<file path="src/rtl/lfsr_pkg.sv">
// rtl/lfsr_pkg.sv - shared types, default taps and single-step function for lfsr_gen
// Purpose: one place that defines what a single LFSR step is, so the RTL
//          step network and any reference model compute the same thing.
// Ports:   none (package).
package lfsr_pkg;

   typedef enum logic {
      LFSR_FIB = 1'b0,
      LFSR_GAL = 1'b1
   } lfsr_mode_e;

   // Maximal-length Fibonacci tap masks for common widths.
   localparam logic [3:0]  TAPS_4  = 4'hC;
   localparam logic [7:0]  TAPS_8  = 8'hB8;
   localparam logic [15:0] TAPS_16 = 16'hB400;
   localparam logic [31:0] TAPS_32 = 32'h80200003;

   // One single-step on a state right-aligned in 32 bits. Bits at and above
   // width must be zero on entry and are zero on exit.
   function automatic logic [31:0] lfsr_step(
      input logic [31:0] state,
      input logic [31:0] taps,
      input lfsr_mode_e  mode,
      input int unsigned width
   );
      logic [31:0] mask;
      logic [31:0] gmask;
      logic [31:0] shifted;
      logic        msb;
      // A shift by 32 yields 0, so the mask is all-ones for width = 32.
      mask    = (32'd1 << width) - 32'd1;
      shifted = (state << 1) & mask;
      msb     = |(state & (32'd1 << (width - 1)));
      if (mode == LFSR_FIB) begin
         return shifted | {31'd0, ^(state & taps)};
      end
      // Galois form of the same polynomial: the x^0 term is always present.
      gmask = ((taps << 1) | 32'd1) & mask;
      return shifted ^ (msb ? gmask : 32'd0);
   endfunction

endpackage

</file>
<file path="src/rtl/lfsr_gen_step_net.sv">
// rtl/lfsr_gen_step_net.sv - combinational STEPS-deep unrolled LFSR step chain
// Purpose: advances an LFSR state by STEPS single-steps in one cycle.
// Ports:   state_i - current state
//          next_o  - state after STEPS single-steps
module lfsr_gen_step_net
   import lfsr_pkg::*;
#(
   parameter int unsigned      WIDTH = 16,
   parameter logic [WIDTH-1:0] TAPS  = 16'hB400,
   parameter lfsr_mode_e       MODE  = LFSR_FIB,
   parameter int unsigned      STEPS = 1
) (
   input  logic [WIDTH-1:0] state_i,
   output logic [WIDTH-1:0] next_o
);

   logic [WIDTH-1:0] chain [STEPS+1];

   assign chain[0] = state_i;

   for (genvar k = 0; k < STEPS; k++) begin : g_step
      assign chain[k+1] = WIDTH'(lfsr_step(32'(chain[k]), 32'(TAPS), MODE, WIDTH));
   end

   assign next_o = chain[STEPS];

endmodule

</file>
<file path="src/rtl/lfsr_gen.sv">
// rtl/lfsr_gen.sv - parametrised Fibonacci/Galois LFSR with load, lock-up guard and wrap detection
// Purpose: pattern/noise source; steps STEPS times per enabled cycle, reports
//          when the sequence returns to the last-loaded seed and how long it took.
// Ports:   clk       - rising-edge clock
//          rst_n     - asynchronous active-low reset
//          en        - advance state by STEPS single-steps
//          load      - load load_val (priority over en)
//          load_val  - seed to load; zero is rejected and SEED used instead
//          state_out - registered LFSR state
//          bit_out   - state_out[WIDTH-1]
//          wrap      - one-cycle pulse when state returns to the seed
//          period    - step count of the last completed wrap
//          lock_err  - one-cycle pulse when a zero load was rejected
module lfsr_gen
   import lfsr_pkg::*;
#(
   parameter int unsigned      WIDTH = 16,
   parameter logic [WIDTH-1:0] TAPS  = 16'hB400,
   parameter logic [WIDTH-1:0] SEED  = 16'h8001,
   parameter int unsigned      MODE  = 0,
   parameter int unsigned      STEPS = 1
) (
   input  logic             clk,
   input  logic             rst_n,
   input  logic             en,
   input  logic             load,
   input  logic [WIDTH-1:0] load_val,
   output logic [WIDTH-1:0] state_out,
   output logic             bit_out,
   output logic             wrap,
   output logic [WIDTH-1:0] period,
   output logic             lock_err
);

   if (WIDTH < 3 || WIDTH > 32) begin : g_bad_width
      $error("lfsr_gen: WIDTH must be in 3..32");
   end
   if (STEPS < 1 || STEPS > WIDTH) begin : g_bad_steps
      $error("lfsr_gen: STEPS must be in 1..WIDTH");
   end
   if (SEED == '0) begin : g_bad_seed
      $error("lfsr_gen: SEED must be nonzero");
   end
   if (TAPS[WIDTH-1] != 1'b1) begin : g_bad_taps
      $error("lfsr_gen: TAPS[WIDTH-1] must be set");
   end

   localparam lfsr_mode_e MODE_E = (MODE == 1) ? LFSR_GAL : LFSR_FIB;

   logic [WIDTH-1:0] state_q, state_d;
   logic [WIDTH-1:0] ref_q, ref_d;
   logic [WIDTH:0]   cnt_q, cnt_d;
   logic [WIDTH-1:0] period_q, period_d;
   logic             wrap_q, wrap_d;
   logic             lock_q, lock_d;
   logic [WIDTH-1:0] step_next;
   logic [WIDTH:0]   cnt_sum;

   lfsr_gen_step_net #(
      .WIDTH (WIDTH),
      .TAPS  (TAPS),
      .MODE  (MODE_E),
      .STEPS (STEPS)
   ) u_step_net (
      .state_i (state_q),
      .next_o  (step_next)
   );

   // Step count including this cycle's steps; also the period if we wrap now.
   assign cnt_sum = cnt_q + (WIDTH+1)'(STEPS);

   always_comb begin
      state_d  = state_q;
      ref_d    = ref_q;
      cnt_d    = cnt_q;
      period_d = period_q;
      wrap_d   = 1'b0;
      lock_d   = 1'b0;
      if (load) begin
         // Zero would lock the register up; fall back to SEED and flag it.
         if (load_val != '0) begin
            state_d = load_val;
            ref_d   = load_val;
         end else begin
            state_d = SEED;
            ref_d   = SEED;
            lock_d  = 1'b1;
         end
         cnt_d = '0;
      end else if (en) begin
         state_d = step_next;
         // Only the end-of-cycle state is compared against the seed.
         if (step_next == ref_q) begin
            wrap_d   = 1'b1;
            period_d = cnt_sum[WIDTH-1:0];
            cnt_d    = '0;
         end else begin
            cnt_d = cnt_sum;
         end
      end
   end

   always_ff @(posedge clk or negedge rst_n) begin
      if (!rst_n) begin
         state_q  <= SEED;
         ref_q    <= SEED;
         cnt_q    <= '0;
         period_q <= '0;
         wrap_q   <= 1'b0;
         lock_q   <= 1'b0;
      end else begin
         state_q  <= state_d;
         ref_q    <= ref_d;
         cnt_q    <= cnt_d;
         period_q <= period_d;
         wrap_q   <= wrap_d;
         lock_q   <= lock_d;
      end
   end

   assign state_out = state_q;
   assign bit_out   = state_q[WIDTH-1];
   assign wrap      = wrap_q;
   assign period    = period_q;
   assign lock_err  = lock_q;

endmodule

</file>
<file path="config.mk">
export PLATFORM = sky130hd
export DESIGN_NAME = lfsr_gen
export DESIGN_NICKNAME = d
export VERILOG_FILES = /design/src/rtl/lfsr_pkg.sv /design/src/rtl/lfsr_gen_step_net.sv /design/src/rtl/lfsr_gen.sv
export SDC_FILE = /design/constraint.sdc
export NUM_CORES = 1
export LEC_CHECK = 0
export BUFFER_PORTS_ARGS = -buffer_cell sky130_fd_sc_hd__clkbuf_2
export CAP_MARGIN = 20
export CORE_MARGIN = 8
export CORE_UTILIZATION = 50
export DETAILED_ROUTE_END_ITERATION = 8
export PLACE_DENSITY = 0.71
export SYNTH_ARGS = -nofsm -noshare
export SYNTH_HDL_FRONTEND = slang
export SYNTH_SLANG_ARGS = --single-unit
</file>
<file path="constraint.sdc">
create_clock -name clk -period 5.5 [get_ports clk]
set_input_delay 0.275 -clock clk [delete_from_list [all_inputs] [get_ports clk]]
set_output_delay 0.275 -clock clk [all_outputs]
set_load 0.005 [all_outputs]
</file>
== Word level (Yosys, flattened, before mapping) ==
Cells that the tools add are included.

* Bits in latches: 0
* Register bits after elaboration: 67
* Bits of input ports: 20
* Memories kept: 0
* RAM bits: 0
* Logic and storage cells: 25
* Memory bits (read-only): 0
* Output and inout bits: 35

* Reduce and logical (&&, ||, !) cells: 4
* Div/mod/pow operators: 0
* Multiply operators: 0
* Shift operators: 0
* Equality and inequality tests: 1
* Magnitude comparators: 0
* Muxes and demuxes: 11
* Add/subtract/negate cells: 1
* Bitwise operators: 2

{| class="wikitable"
|+ Operators by type and width
! kind !! number
|-
| $mux 17 || 3
|-
| $mux 16 || 3
|-
| $reduce_xor 32->1 || 1
|-
| $add 17x1->17 const B || 1
|-
| $eq 16x16->1 || 1
|-
| $or 16x1->16 || 1
|-
| $reduce_bool 16->1 || 1
|-
| $mux 1 || 5
|-
| $reduce_and 3->1 || 1
|-
| $reduce_bool 2->1 || 1
|-
| $not 1->1 || 1
|}

== Logic depth before layout (Yosys ltp) ==
Gate-level depths: netlist of the first run.

* Depth after elaboration: 6
* Depth in mapped cells: 7

== Modules after synthesis ==
A second synthesis of the first run with hierarchy kept.

* Cells, all modules: 346
* Area, all modules: 3404.5 um^2

{| class="wikitable"
|+ By module, submodules not included
! module !! area an instance (um^2) !! cells an instance !! sequential area each (um^2) !! instances
|-
| lfsr_gen || 3265.6 || 328 || 1656.6 || 1
|-
| lfsr_gen_step_net || 138.9 || 18 || 0.0 || 1
|}

== Worst setup path after synthesis of the first run ==
No wires, ideal clock.

* Path type: flip-flop to flip-flop
* Start point: register state_q[15], in the netlist state_out[15]
* End point: register cnt_q[10]
* Stages on the path, launching flop included: 7
* Data required time: 5.426 ns
* Clock period less this slack: 1.763 ns
* Setup time: 0.074 ns
* Path slack: 3.737 ns
* Arrival time: 1.689 ns
* Cells stage by stage: dfstp_2 > xor2_1 > xnor2_1 > xnor2_1 > a311o_2 > buf_6 > o21ai_2

* Longest elaborated chain between the ends: 6

{| class="wikitable"
|+ Ends and longest elaborated chain
! element !! line !! source
|-
| start, declared || lfsr_gen.sv:50 || <nowiki>logic [WIDTH-1:0] state_q, state_d;</nowiki>
|-
| start signal, assigned || lfsr_gen.sv:112 || <nowiki>state_q <= state_d;</nowiki>
|-
| $reduce_xor 32->1 || lfsr_pkg.sv:35 || <nowiki>return shifted | {31'd0, ^(state & taps)};</nowiki>
|-
| $or 16x1->16 || lfsr_pkg.sv:35 ||
|-
| $eq 16x16->1 || lfsr_gen.sv:93 || <nowiki>if (step_next == ref_q) begin</nowiki>
|-
| $mux 17 || lfsr_gen.sv:93 ||
|-
| $mux 17 || lfsr_gen.sv:90 || <nowiki>end else if (en) begin</nowiki>
|-
| $mux 17 || lfsr_gen.sv:79 || <nowiki>if (load) begin</nowiki>
|-
| end signal, assigned || lfsr_gen.sv:114 || <nowiki>cnt_q <= cnt_d;</nowiki>
|-
| end, declared || lfsr_gen.sv:52 || <nowiki>logic [WIDTH:0] cnt_q, cnt_d;</nowiki>
|}

No other way between the ends. The select of a mux whose other input is x is not followed.
A chain may end at the register's enable or synchronous reset.

== Worst setup path in the final report of the first run ==
* Start point: register state_q[0], in the netlist state_out[0]
* End point: register cnt_q[5]

* Longest elaborated chain between the ends: 5

{| class="wikitable"
|+ Ends and longest elaborated chain
! element !! line
|-
| $or 16x1->16 || lfsr_pkg.sv:35
|-
| $eq 16x16->1 || lfsr_gen.sv:93
|-
| $mux 17 || lfsr_gen.sv:93
|-
| $mux 17 || lfsr_gen.sv:90
|-
| $mux 17 || lfsr_gen.sv:79
|}

No other way between the ends. The select of a mux whose other input is x is not followed.

==> impl_results.md, run 1 <==
- Root buf cell: clkbuf_8
- Clock transition at path regs: 70 ps
- Count of final setup violators: 0
- Clk pwr share: 34.2%
- Asr flop ratio synth: 100.0%
- Hold Slack: 113.2 ps
- GRT Total Usage: 15.27%
- HP Class: in2async
- CTS tree: yes
- CTS H-Tree Depth: 3
- Cell taking the most area after synthesis: dfrtp_1
- Crit path required time: 5700 ps
- Reg2reg path depth: 5
- Synth Area per Inst: 10.35 sq um
- Grt total ovfl: 0
- Layout area overhead: 15.79%
- WP data arrival: 2190 ps
- Final ANT Viol Nets: 0
- Bufs and invs on worst path: 0
- Die Footprint: 9010 sq um
- Switching part of the total: 25.91%
- Max Root-Sink Buffers: 2
- Final Hold Vio Count: 0
- Worst Skew: 5.105 ps
- Final non-filler cell total: 438
- Switching power: 0.2607 mW
- Initial drt markers: 79
- Diodes inserted: 0
- Post-CTS sizing: 0
- Post-DP HPWL: 4354 um
- NumNets Final: 379
- Yosys warns: 0
- Status: completed
- Synth unique cells: 25
- Post-CTS Setup Bufs: 0
- Post-synthesis register bit count: 66
- R2R Path Start: state_out[0]$_DFFE_PN1P_
- Setup TNS: 0 ps
- Starting Density: 52.29%
- Layout cells sized above 1: 24.52%
- Num ports: 55
- Pwr Total: 1.006 mW
- Period minus WS final: 1990 ps
- Max Cap Viol: 0
- Fmax: 502.4 MHz
- Area of the multi-input gates: 1259 sq um
- Cells after DPL: 421
- Slowest stage delay, CP: 560 ps
- Initial antenna violation count: 0
- Avg WL per Cell: 14.08 um
- Chip Height: 94.92 um
- Worst-Skew Late Latency: 330 ps
- Slowest cell on crit path: dfstp_2
- Power share of the sequential group: 53.9%
- I/O Buffers: 54
- Main area contributors after synthesis: dfrtp_1 50%, mux2i_1 9.3%, xnor2_1 6.7%
- Area share of the largest cell type after synthesis: 49.82%
- Vias in the first global route: 2,358
- Post-synthesis sequential area ratio: 53.19%
- CTS Buf Count: 9
- Max transition margin: 45.68%
- Largest net degree at the start of global routing: 67
- Fin crit share: 36.19%
- Final Max Tran Viols: 0
- Crit-path cells: xnor2_1, nand4_1, nor4_1, a311o_2, o21ai_0
- RSZ-0062 raised after global routing: no
- Max VDD drop: 0.1713 mV
- EDFF count, synth: 0
- GP Congestion: 0.7934
- CP Class: reg2reg
- Hold-fix buffers, CTS: 0
- Family with the most delay on the worst path: compound AO/OA/AOI/OAI gates
- Dominant synthesized flop cell: dfrtp_1
- Total number of vias: 2,213
- Fill cell count: 510
- Chip width: 94.92 um
- Crit path depth: 5
- Leakage Power: 1.850 nW
- Critical Path Start Type: flop
- Seq. cell area: 1657 sq um
- Int Pwr: 0.7454 mW
- Final WL: 6169 um
- Cell area after synthesis: 3114 sq um
- Synthesized net count: 322
- Nature of the critical path endpoint: flop
- Crit-path max FO: 15
- Total power per unit cell area: 279.0 nW/um^2
- CTS sink cnt: 66
- First-pass detailed-route iteration total: 4
- Final core occ: 60.55%
- Core ar.: 5956 sq um
- Worst Tran Pin Value: 814.8 ps
- Worst setup startpoint: state_out[0]$_DFFE_PN1P_
- DRC violations left: 0
- First-pass GRT wire length: 10,730 um
- Combinational share of power: 12.0%
- Cell Rows: 28
- Via density per instance: 5.053
- Post-Syn Instances: 301
## final cells by class
class / count / area share, %
clock buffers: 14 / 4.233
clock inverters: 2 / 0.3470
inverters: 35 / 3.643
multi-input cells: 188 / 34.91
flip-flops and latches: 66 / 45.94
well taps: 75 / 2.602
repair buffers: 58 / 8.328
## routing by layer
metal / global-route usage [%] / share of wire, % / wire length, um / up-vias
met1: 18.69 / 45 / 2764 / 1044
met3: 3.810 / 5.2 / 320 / 11
met5: 0 / 0 / 0 / -
li1: - / - / - / 1108
met4: 7.412 / 1.5 / 93 / 0
met2: 24.68 / 48 / 2990 / 50
## placed cells by master (no fill, tap or decap), types with 5 or more instances in the layout
cell	count
dfrtp_1	62
clkbuf_2	54
o21ai_0	37
inv_1	35
nand2_1	35
mux2i_1	29
xnor2_1	24
o21ai_2	10
clkbuf_8	10
xor2_1	9
nand3_1	8
nand4_1	7
nor2_1	6
nor3_1	5
and3_1	5
## worst register-to-register path, delay by kind of cell, from the launching register on
kind / cells / cell delay (ps)
compound gates: 2 / 690
flops: 1 / 560
xor+xnor: 1 / 130
simple gates: 2 / 480
## cells in the mapped netlist (4+ instances only)
cell type	n
o21ai_0	37
inv_1	35
o21ai_2	10
xnor2_1	24
nand2_1	35
dfrtp_1	62
dfstp_2	4
nand4_1	7
and3_1	5
clkbuf_1	7
nor3_1	5
xor2_1	9
nor2_1	6
mux2i_1	29
nand3_1	8
## power groups by stage
| stage | logic, mW | registers, mW | clock network [mW] |
|---|---|---|---|
| global route | 0.137 | 0.545 | 0.381 |
| finish | 0.120 | 0.542 | 0.344 |
| floorplan | 0.0733 | 0.546 | 0 |
| CTS | 0.123 | 0.542 | 0.357 |
| detailed placement | 0.123 | 0.551 | 0 |
| global placement | 0.121 | 0.550 | 0 |
## flip-flops by register name, indices dropped and copies added, names as in the netlist
register / flops
cnt_q: 16
lock_err: 1
period: 16
ref_q: 16
state_out: 16
wrap: 1
## worst paths after layout
check,slack [ps],end
setup / recovery,3510,cnt_q[5]$_DFFE_PN0P_
hold / removal,110,period[4]$_DFFE_PN0P_
setup reg to reg,3510,cnt_q[5]$_DFFE_PN0P_
hold reg to reg,500,cnt_q[15]$_DFFE_PN0P_
max in group asynchronous,4850,ref_q[2]$_DFFE_PN0P_
min in group clk,180,state_out[5]$_DFFE_PN0P_
## per-stage QoR
stage | cell area [sq um] | worst slack (ps)
after global placement | 3433 | 3490
after floorplan | 3114 | 3737
final | 3606 | 3510
after global routing | 3606 | 3347
after CTS | 3598 | 3492
after detailed placement | 3433 | 3474
## cell families (layout without fill, tap and decap cells)
group	Yosys count	count (layout)	share of synthesized area [%]
adders and majority gates	1	1	0.4017
AOI/OAI and AO/OA	50	50	9.642
buffers and inverters	47	109	6.388
and+or+nand+nor	72	72	10.69
muxes	32	32	10.41
xor gates and xnor gates	33	33	9.281
DFF	66	66	53.19
No activity file was read; power rests on OpenSTA's default activity.
==> inputs of run 2 (changes only) <==
==> constraint.sdc (replaced) <==
create_clock -name clk -period 2.1 [get_ports clk]
set_input_delay 0.105 -clock clk [delete_from_list [all_inputs] [get_ports clk]]
set_output_delay 0.105 -clock clk [all_outputs]
set_load 0.005 [all_outputs]
==> impl_results.md, run 2 (synthesized netlist as in run 1, its figures left out) <==
- Status: completed
- Final WS setup: 184.0 ps (-3326 ps)
- Hold_sp: load_val[4]
- CTS sink cnt: 66 (unchanged)
- Final core occ: 63.19% (+2.6 points)
- Diodes inserted: 0 (unchanged)
- Layout area overhead: 20.85%
- Largest net degree at the start of global routing: 26 (-61%)
- CTS tree: yes
- Max Root-Sink Buffers: 2 (unchanged)
- Starting Density: 52.29% (unchanged)
- Crit-path max FO: 5 (-10)
- NumNets Final: 396 (+4.5%)
- Crit path depth: 6 (+1)
- Worst Tran Pin Value: 504.8 ps (-309.9 ps)
- Die Footprint: 9010 sq um (unchanged)
- GP Congestion: 0.8062 (+1.6%)
- GRT Total Usage: 17.09% (+1.8 points)
- Final WL: 6946 um (+13%)
- Crit path required time: 2360 ps (-3340 ps)
- Commonest non-fill, non-tap cells in the layout: 62 x dfrtp_1, 54 x clkbuf_2, 37 x o21ai_0
- Final non-filler cell total: 455 (+3.9%)
- WP data arrival: 2170 ps (-20 ps)
- Hold Slack: 14.66 ps (-98.53 ps)
- Clock transition at path regs: 70 ps (about the same)
- Total power per unit cell area: 716.9 nW/um^2 (+160%)
- Cell mode on critical path: xnor2_1
- Design area: 3764 sq um (+4.4%)
- Chip width: 94.92 um (unchanged)
- Critical R2R Capture: cnt_q[4]$_DFFE_PN0P_
- HP Class: in2reg
- Dpl ws: 41.75 ps (-3432 ps)
- Grt total ovfl: 0 (unchanged)
- Chip Height: 94.92 um (unchanged)
- Leakage Power: 1.932 nW (+4.4%)
- Period minus WS final: 1916 ps (-74.36 ps)
- I/O Buffers: 54 (unchanged)
- Worst Skew: 5.829 ps (+0.7240 ps)
- Core ar.: 5956 sq um (unchanged)
- DP Area: 3478 sq um (+1.3%)
- Cells after DPL: 427 (+1.4%)
- CP Class: reg2reg
- Initial drt markers: 86 (+8.9%)
- DRC violations left: 0 (unchanged)
- Family with the most delay on the worst path: compound AO/OA/AOI/OAI gates
- Setup TNS: 0 ps (unchanged)
- Fin crit share: 91.24% (+55 points)
- R2R Setup Slk: 180 ps (-3330 ps)
- Most common library cell in the layout ignoring fill and taps: dfrtp_1
- Slowest stage delay, CP: 570 ps (about the same)
- Num ports: 55 (unchanged)
- CTS H-Tree Depth: 3 (unchanged)
- Count of final setup violators: 0 (unchanged)
- Max VDD drop: 0.4718 mV (+180%)
- Fmax: 521.9 MHz (+3.9%)
- Pwr Total: 2.698 mW (+170%)
- Initial antenna violation count: 0 (unchanged)
- R2R Path Start: state_out[15]$_DFFE_PN1P_
- Reg2reg path depth: 6 (+1)
- Nature of the critical path endpoint: flop
- Layout cells sized above 1: 25.79% (+1.3 points)
- Critical Path Start Type: flop
- Vias in the first global route: 2,481 (+5.2%)
- Cell Rows: 28 (unchanged)
- Via density per instance: 5.158 (+2.1%)
- First-pass detailed-route iteration total: 4 (unchanged)
- Final Max Tran Viols: 0 (unchanged)
- Worst-Skew Late Latency: 350 ps (+20 ps)
- Post-DP HPWL: 4893 um (+12%)
- Crit-path cells: xor2_1, xnor2_1, xnor2_1, a311o_2, buf_4, o21ai_0
- Max transition margin: 66.34% (+21 points)
- First-pass GRT wire length: 11,720 um (+9.3%)
- Bufs and invs on worst path: 1 (+1)
- Hold Path Cell Cnt: 3
- Final ANT Viol Nets: 0 (unchanged)
- Max Cap Viol: 0 (unchanged)
- Root buf cell: clkbuf_8
- Avg WL per Cell: 15.27 um (+8.4%)
- RSZ-0062 raised after global routing: no
- Hold endpoint: state_out[4]$_DFFE_PN0P_
- Total number of vias: 2,347 (+6.1%)
- Final Hold Vio Count: 0 (unchanged)
- CTS Buf Count: 9 (unchanged)
- Slowest cell on crit path: dfstp_2
==> run 2: layout make-up <==
class / count / area (sq um)
inverter: 35 / 131.4
tap: 75 / 93.84
clock inverter: 3 / 15.01
sequential: 66 / 1657
clock buffer: 13 / 148.9
fill: 499 / 2192
multi-input combinational: 188 / 1265
timing repair buffer: 75 / 452.9
==> run 2: report_power, final <==
part | switching (mW) | internal [mW] | total [mW]
combinational | 0.187 | 0.165 | 0.352
sequential | 0.0721 | 1.35 | 1.42
clock | 0.472 | 0.456 | 0.928
==> run 2: worst max path at each step <==
stage	start	end	slack, ps
3_3_place_gp	state_out[11]$_DFFE_PN0P_	cnt_q[4]$_DFFE_PN0P_	180
6_report	state_out[15]$_DFFE_PN1P_	cnt_q[4]$_DFFE_PN0P_	180
2_1_floorplan	state_out[15]$_DFFE_PN1P_	cnt_q[10]$_DFFE_PN0P_	340
5_1_grt	state_out[15]$_DFFE_PN1P_	period[0]$_DFFE_PN0P_	30
3_5_place_dp	state_out[12]$_DFFE_PN0P_	cnt_q[4]$_DFFE_PN0P_	40
4_1_cts	state_out[0]$_DFFE_PN1P_	period[0]$_DFFE_PN0P_	100
==> run 2: worst reg2reg max path: cells and delay by family, from the launching register on <==
kind / cells / cell delay, ps
AOI/OAI and AO/OA: 2 / 600
DFF: 1 / 570
xor gates and xnor gates: 3 / 500
buffers and inverters: 1 / 160
==> run 2: repair_timing <==
action,in CTS,in global routing
setup buffers,2,0
pin swaps,1,0
endpoints found under the hold margin,32,0
endpoints found under the setup margin,1,16
hold buffers,10,0
resized for setup,0,1
==> run 2: layer usage <==
layer  routed length (um)  global-route usage, %
met2                 3436                  28.27
met1                 3054                  20.13
met3                  322                  4.683
met4                  133                  8.192
met5                    0                      0
==> inputs of run 3 (changes only) <==
--- a/config.mk
+++ b/config.mk
@@ -5,12 +5,13 @@
 export SDC_FILE = /design/constraint.sdc
 export NUM_CORES = 1
 export LEC_CHECK = 0
+export ABC_CLOCK_PERIOD_IN_PS = 2100
 export BUFFER_PORTS_ARGS = -buffer_cell sky130_fd_sc_hd__clkbuf_2
 export CAP_MARGIN = 20
-export CORE_MARGIN = 8
-export CORE_UTILIZATION = 50
+export CORE_MARGIN = 2
+export CORE_UTILIZATION = 55
 export DETAILED_ROUTE_END_ITERATION = 8
-export PLACE_DENSITY = 0.71
+export PLACE_DENSITY = 0.77
 export SYNTH_ARGS = -nofsm -noshare
 export SYNTH_HDL_FRONTEND = slang
 export SYNTH_SLANG_ARGS = --single-unit
==> impl_results.md, run 3 (synthesized netlist as in run 1, its figures left out) <==
- Status: completed
- Max Root-Sink Buffers: 2 (unchanged)
- Chip width: 79.25 um (-17%)
- Critical Path Start Type: flop
- Switching power: 0.7056 mW (-3.5%)
- RSZ-0062 raised after global routing: no
- I/O Buffers: 54 (unchanged)
- Crit path required time: 2310 ps (-50 ps)
- Switching part of the total: 25.75% (-1.3 points)
- CP Class: reg2reg
- CTS sink cnt: 66 (unchanged)
- HP Class: in2reg
- Final Hold Vio Count: 0 (unchanged)
- Grt total ovfl: 0 (unchanged)
- Vias in the first global route: 2,345 (-5.5%)
- Hold Slack: 7.425 ps (-7.240 ps)
- CTS tree: yes
- Core ar.: 5473 sq um (-8.1%)
- Largest net degree at the start of global routing: 67 (+160%)
- Worst Skew: 8.406 ps (+2.577 ps)
- Clk pwr share: 36.0% (+1.6 points)
- Final Max Tran Viols: 0 (unchanged)
- CTS H-Tree Depth: 3 (unchanged)
- Fill cell count: 440 (-12%)
- Num ports: 55 (unchanged)
- Met1 wire length: 2824 um (-7.5%)
- Root buf cell: clkbuf_8
- CTS Buf Count: 9 (unchanged)
- Top layer in use: met4
- Via density per instance: 5.170 (+0.23%)
- Int Pwr: 2.034 mW (+3.4%)
- Total number of vias: 2,311 (-1.5%)
- Die Footprint: 6280 sq um (-30%)
- Fin crit share: 90.06% (-1.2 points)
- Critical R2R Capture: period[14]$_DFFE_PN0P_
- Layout cells sized above 1: 25.60% (-0.19 points)
- Fmax: 528.8 MHz (+1.3%)
- Reg2reg path depth: 6 (unchanged)
- Hold_sp: load_val[9]
- Initial antenna violation count: 0 (unchanged)
- GRT Total Usage: 22.95% (+5.9 points)
- Clock transition at path regs: 70 ps (about the same)
- Most common library cell in the layout ignoring fill and taps: dfrtp_1
- Max Cap Viol: 0 (unchanged)
- R2R Setup Slk: 210 ps (+20 ps)
- Chip Height: 79.25 um (-17%)
- Leakage Power: 1.916 nW (-0.78%)
- Worst Tran Pin Value: 460.4 ps (-44.44 ps)
- First-pass detailed-route iteration total: 4 (unchanged)
- Routed met2 length: 3100 um (-9.8%)
- Metal3 WL: 306 um (-5.0%)
- Final WL: 6362 um (-8.4%)
- R2R Path Start: cnt_q[0]$_DFFE_PN0P_
- GP Congestion: 0.8366 (+3.8%)
- Final ANT Viol Nets: 0 (unchanged)
- Hold Path Cell Cnt: 3 (unchanged)
- First-pass GRT wire length: 10,970 um (-6.4%)
- WP data arrival: 2110 ps (-60 ps)
- Diodes inserted: 0 (unchanged)
- Commonest non-fill, non-tap cells in the layout: 62 x dfrtp_1, 54 x clkbuf_2, 37 x o21ai_0
- Worst-Skew Late Latency: 340 ps (about the same)
- Hold endpoint: state_out[9]$_DFFE_PN0P_
- Count of final setup violators: 0 (unchanged)
- Layout area overhead: 20.05%
- DRC violations left: 0 (unchanged)
- Period minus WS final: 1891 ps (-24.85 ps)
- Max transition margin: 69.07% (+2.7 points)
- Starting Density: 56.90% (+4.6 points)
- Nature of the critical path endpoint: flop
- Power share of the sequential group: 51.8% (-0.8 points)
- Combinational share of power: 12.1% (-0.9 points)
- Final core occ: 68.31% (+5.1 points)
- NumNets Final: 391 (-1.3%)
- Cell Rows: 27 (-3.6%)
- Max VDD drop: 0.4109 mV (-13%)
- Total power per unit cell area: 732.9 nW/um^2 (+2.2%)
- Crit-path max FO: 6 (+1)
- Post-CTS sizing: 0 (unchanged)
- Initial drt markers: 138 (+60%)
- Post-DP HPWL: 4415 um (-9.8%)
- Avg WL per Cell: 14.23 um (-6.8%)
- Setup TNS: 0 ps (unchanged)
[run 3: cell type report]
| cell class | instances | area [sq um] | share of cell area, % |
|---|---|---|---|
| clock inverter | 1 | 7.507 | 0.2008 |
| multi-input combinational | 188 | 1259 | 33.67 |
| timing repair buffer | 70 | 417.9 | 11.18 |
| sequential | 66 | 1657 | 44.31 |
| clock buffer | 15 | 176.4 | 4.719 |
| tap | 72 | 90.09 | 2.410 |
| inverter | 35 | 131.4 | 3.514 |
[run 3: power groups by stage]
stage          Combinational [mW]  Sequential [mW]  Clock [mW]
6_report                    0.333             1.42       0.987
5_1_grt                     0.377             1.43        1.07
4_1_cts                     0.333             1.42        1.01
3_5_place_dp                0.323             1.44           0
3_3_place_gp                0.320             1.44           0
2_1_floorplan               0.192             1.43           0
[run 3: critical path, stage by stage, from the launching register on]
cell and delay (ps):
dfrtp_1 450, ha_1 280, nand4_1 140, nor3_1 390, nand3_1 160, xor2_1 240
mux2i_1 110
[run 3: routing by layer]
metal | vias up | GRT usage, %
met5 | - | 0
met4 | 0 | 11.21
met3 | 14 | 5.114
met2 | 63 | 36.78
met1 | 1094 | 29.55
li1 | 1140 | -
[run 3: worst max path at each step]
stage / start / depth (start not counted) / endpoint / slack, ps
floorplan: state_out[15]$_DFFE_PN1P_ / 6 / cnt_q[10]$_DFFE_PN0P_ / 340
global placement: state_out[11]$_DFFE_PN0P_ / 5 / cnt_q[2]$_DFFE_PN0P_ / 200
detailed placement: state_out[12]$_DFFE_PN0P_ / 5 / cnt_q[4]$_DFFE_PN0P_ / 110
CTS: state_out[12]$_DFFE_PN0P_ / 5 / cnt_q[4]$_DFFE_PN0P_ / 110
global route: state_out[12]$_DFFE_PN0P_ / 6 / period[9]$_DFFE_PN0P_ / 10
finish: cnt_q[0]$_DFFE_PN0P_ / 6 / period[14]$_DFFE_PN0P_ / 210
[run 3: through the flow]
| stage | power, mW | setup slack [ps] | cells | area (sq um) |
|---|---|---|---|---|
| CTS | 2.762 | 106.6 | 444 | 3716 |
| global placement | 1.759 | 200.5 | 422 | 3472 |
| global route | 2.872 | 12.93 | 447 | 3739 |
| detailed placement | 1.766 | 108.8 | 422 | 3472 |
| floorplan | 1.623 | 337.3 | 301 | 3114 |
| finish | 2.740 | 208.8 | 447 | 3739 |
[run 3: what timing repair did]
action	CTS	global route
setup buffers	0	3
endpoints found under the hold margin	70	0
hold buffers	6	0
endpoints found under the setup margin	0	5
